<file path="src/rtl/apb4_master_bridge.sv">
// APB4 initiator: turns one valid/ready request into a SETUP/ACCESS transfer and returns
// the slave's read data and status on a valid/ready response, with an optional ACCESS timeout.
module apb4_master_bridge #(
    parameter int ADDR_WIDTH     = 3,
    parameter int DATA_WIDTH     = 32,
    parameter int TIMEOUT_CYCLES = 16
) (
    input  logic                    pclk,
    input  logic                    presetn,
    input  logic                    req_valid,
    output logic                    req_ready,
    input  logic                    req_write,
    input  logic [ADDR_WIDTH-1:0]   req_addr,
    input  logic [DATA_WIDTH-1:0]   req_wdata,
    input  logic [DATA_WIDTH/8-1:0] req_strb,
    input  logic [2:0]              req_prot,
    output logic                    rsp_valid,
    input  logic                    rsp_ready,
    output logic [DATA_WIDTH-1:0]   rsp_rdata,
    output logic                    rsp_err,
    output logic                    rsp_timeout,
    output logic                    psel,
    output logic                    penable,
    output logic                    pwrite,
    output logic [ADDR_WIDTH-1:0]   paddr,
    output logic [DATA_WIDTH-1:0]   pwdata,
    output logic [DATA_WIDTH/8-1:0] pstrb,
    output logic [2:0]              pprot,
    input  logic [DATA_WIDTH-1:0]   prdata,
    input  logic                    pready,
    input  logic                    pslverr
);
    localparam int CNT_W = (TIMEOUT_CYCLES > 0) ? $clog2(TIMEOUT_CYCLES + 1) : 1;
    // Counter holds the number of ACCESS cycles already spent without pready; the
    // cycle that would make it reach TIMEOUT_CYCLES aborts instead.
    localparam logic [CNT_W-1:0] CNT_LAST = CNT_W'(TIMEOUT_CYCLES - 1);
    localparam logic [CNT_W-1:0] CNT_MAX  = '1;

    typedef enum logic [1:0] {IDLE, SETUP, ACCESS, RESP} state_t;

    state_t           state;
    logic [CNT_W-1:0] tmo_cnt;
    logic             timeout_hit;

    assign timeout_hit = (TIMEOUT_CYCLES != 0) && (tmo_cnt == CNT_LAST);

    always_ff @(posedge pclk or negedge presetn) begin
        if (!presetn) begin
            state       <= IDLE;
            tmo_cnt     <= '0;
            req_ready   <= 1'b0;
            rsp_valid   <= 1'b0;
            rsp_rdata   <= '0;
            rsp_err     <= 1'b0;
            rsp_timeout <= 1'b0;
            psel        <= 1'b0;
            penable     <= 1'b0;
            pwrite      <= 1'b0;
            paddr       <= '0;
            pwdata      <= '0;
            pstrb       <= '0;
            pprot       <= '0;
        end else begin
            case (state)
                IDLE: begin
                    if (req_valid && req_ready) begin
                        paddr     <= req_addr;
                        pwrite    <= req_write;
                        pwdata    <= req_wdata;
                        pstrb     <= req_write ? req_strb : '0;
                        pprot     <= req_prot;
                        psel      <= 1'b1;
                        req_ready <= 1'b0;
                        state     <= SETUP;
                    end else begin
                        req_ready <= 1'b1;
                    end
                end
                SETUP: begin
                    penable <= 1'b1;
                    state   <= ACCESS;
                end
                ACCESS: begin
                    // pready takes priority over a timeout landing on the same cycle
                    if (pready) begin
                        psel        <= 1'b0;
                        penable     <= 1'b0;
                        rsp_valid   <= 1'b1;
                        rsp_rdata   <= pwrite ? '0 : prdata;
                        rsp_err     <= pslverr;
                        rsp_timeout <= 1'b0;
                        tmo_cnt     <= '0;
                        state       <= RESP;
                    end else if (timeout_hit) begin
                        psel        <= 1'b0;
                        penable     <= 1'b0;
                        rsp_valid   <= 1'b1;
                        rsp_rdata   <= '0;
                        rsp_err     <= 1'b1;
                        rsp_timeout <= 1'b1;
                        tmo_cnt     <= '0;
                        state       <= RESP;
                    end else if (tmo_cnt != CNT_MAX) begin
                        tmo_cnt <= tmo_cnt + CNT_W'(1);
                    end
                end
                RESP: begin
                    if (rsp_ready) begin
                        rsp_valid <= 1'b0;
                        req_ready <= 1'b1;
                        tmo_cnt   <= '0;
                        state     <= IDLE;
                    end
                end
                default: state <= IDLE;
            endcase
        end
    end
endmodule

</file>
<file path="config.mk">
export PLATFORM = sky130hd
export DESIGN_NAME = apb4_master_bridge
export DESIGN_NICKNAME = d
export VERILOG_FILES = /design/src/rtl/apb4_master_bridge.sv
export SDC_FILE = /design/constraint.sdc
export NUM_CORES = 1
export LEC_CHECK = 0
export CORE_ASPECT_RATIO = 0.5
export CORE_MARGIN = 2
export CORE_UTILIZATION = 40
export DETAILED_ROUTE_END_ITERATION = 16
export DONT_BUFFER_PORTS = 1
export REMOVE_ABC_BUFFERS = 1
export SLEW_MARGIN = 20
export SYNTH_ARGS = -nofsm -noshare
export SYNTH_HDL_FRONTEND = slang
export SYNTH_SLANG_ARGS = --single-unit
export TNS_END_PERCENT = 5
</file>
<file path="constraint.sdc">
create_clock -name pclk -period 2.8 [get_ports pclk]
set_input_delay 0.56 -clock pclk [delete_from_list [all_inputs] [get_ports pclk]]
set_output_delay 0.56 -clock pclk [all_outputs]
set_load 0.01 [all_outputs]
</file>
==> impl_metrics.toml <==
[status]
status = "finished clean"

[clocking]
post_cts_buffers = 0
cts_hold_buf = 1
insertion_delay_ps = 330
htreeDepth = 3
cts_resized = 0
cts_buffer_depth = 2
root_buffer = "clkbuf_16"
numCtsBuffers = 9
clk_pin_slew_worst_paths_ps = 60
cts_tree = "yes"
cts_sinks = 88

[setup_path]
worstPathRequired_ps = 3040
critPathLaunchType = "flop"
crit_path_max_fanout = 8
r2r-start = "state[0]"
r2r-end = "tmo_cnt[3]"
reg2regPathDepth = 6
path_class = "reg2reg"
r2r_slack_ps = 710
end_kind = "flop"
arrival_ps = 2330

[timing]
slew_headroom = 0.601
setup_viol = 0
fin_crit_ps = 2090
hold_viol = 0
setup_tns_ps = 0
skew_ps = 5.67
slew_viol_final = 0
fmax_ghz = 0.478
tightest_slew_ps = 598
min_period_over_period = 0.747
setup_ws_ps = 708
whs_ps = 145
rsz0062_at_grt = "no"

[global_route]
grt_pass1_vias = 2192
met2_usage = 0.257
grt_overflow_total = 0
grt_util_met1 = 0.168
grt_pass1_wl_um = 11100
grt_use_met3 = 0.0603
gr-usage-all-layers = 0.150
grt_antenna_before_repair = 0
grt_max_degree = 89
top_usage_layer = "met2"

[die]
die_area_um2 = 9630
start_util = 0.409
coreArea_um2 = 8620
die-width_um = 137
boundaryPins = 162
dieHeight_um = 70.4
rows = 24

[power_and_ir_drop]
leakage_nw = 1.80
finalPower_mw = 5.05
vdd_ir_drop_max_uv = 366
power-per-cell-area_nw_per_um2 = 1250

[yosys]
ys_seq_elements = 88
yosysTopAreaCellShare = 0.625
ys_seq_area_frac = 0.625
yosys-top-cells-area = "dfrtp_1, nand2_1, mux2_1"
synth.cell_area_um2 = 3530
synth_async_sr_flop_share = 1.00
synth_edf_count = 0
synth.largest_area_cell = "dfrtp_1"
synthCells = 309
avgSynthCellArea_um2 = 11.4
synth_cell_types = 28
synth_top_flop_cell = "dfrtp_1"
synth_warnings = 0

[drt]
detail_route.wl_per_cell_um = 16.3
firstDrtPassIters = 4
vias = 2195
drc_errors = 0
viasPerCell = 5.12
wl_um = 7010
drt_iter0_drc = 129
ant_nets = 0

[placement]
port_buffers = 0
post-place-ws_ps = 711
post-dp-hpwl_um = 5070
place_congestion = 0.830

[final_layout]
drive_above_1_share = 0.147
nNetsFinal = 393
fin_util = 0.469
num-fill-cells = 795
register_area_um2 = 2200
syn_to_final_growth_pct = 14.6
multi_input_area_um2 = 1250
antenna_cells = 0

[hold_path]
hp-class = "in2async"

[run]
maxCapViolCount = 0
how the worst max path moves through the flow:
| stage | startpoint | to | slack, ps | cells past startpoint |
|---|---|---|---|---|
| final | state[0] | tmo_cnt[3] | 710 | 6 |
| after CTS | state[0] | pwdata[14] | 710 | 5 |
| after floorplan | tmo_cnt[0] | rsp_err | -700 | 4 |
| after global routing | state[1] | pwdata[14] | 530 | 5 |
| after detailed placement | state[0] | tmo_cnt[3] | 710 | 6 |
| after global placement | state[0] | pwdata[3] | 810 | 5 |
worst max-delay path, cell delays in order (launching register included):
cell	delay (ps)
dfrtp_1	400
inv_1	100
ha_1	360
mux2i_1	200
a41o_1	310
or4_4	450
o31ai_2	180
logic make-up after synthesis:
family / count (synthesis) / share of synthesized area
flip-flops: 88 / 0.625
multiplexers: 43 / 0.136
adder cells (fa/ha/maj): 5 / 0.0177
AO/OA/AOI/OAI: 57 / 0.0877
AND/OR/NAND/NOR: 94 / 0.108
buffers and inverters: 22 / 0.0255
final cells by class:
cell class	count	area share
inverters	5	0.00465
multi-input cells	199	0.310
clock inverters	7	0.0297
repair buffers	4	0.0186
clock buffers	9	0.0557
flip-flops and latches	88	0.545
well taps	117	0.0362
flip-flops by register name, indices dropped and copies added (netlist names):
signal	count
pwdata	32
rsp_rdata	32
tmo_cnt	5
pstrb	4
paddr	3
pprot	3
state	2
penable	1
psel	1
pwrite	1
req_ready	1
rsp_err	1
rsp_timeout	1
rsp_valid	1
power breakdown:
part	total, mW	switching [mW]	internal (mW)
Sequential	2.61	0.724	1.88
Clock	1.35	0.477	0.872
Combinational	1.09	0.568	0.522
metal layers:
metal	wire length [µm]	vias to the layer above
met5	0	-
met3	593	15
li1	-	1030
met1	2640	1054
met2	3640	96
met4	135	0
metrics by stage:
step                instance area (µm²)  std cells
finish                             4040        429
global route                       4040        429
CTS                                4040        429
detailed placement                 3670        412
global placement                   3670        412
floorplan                          3450        292
Yosys cell counts (3+ instances only):
cell type   n
nor2_1      5
mux2i_1     3
mux2_2     20
o21ai_1    45
ha_1        5
nand2_1    81
inv_1       4
o21ai_0     3
a21oi_1     3
mux2_1     20
dfrtp_1    88
buf_2       3
clkbuf_1   11
placed cells by master (no fill, tap or decap), drive strengths merged, types with 2 or more instances in the layout:
cell and count:
mux2 40, bufinv 3, o21ai 48, inv 5, clkinv 3, clkbuf 9
nand2 81, mux2i 3, a21oi 3, nand3 2, nand2b 2, dfrtp 88
ha 5, nor2 5, buf 4
(Power assumes the default switching activity.)
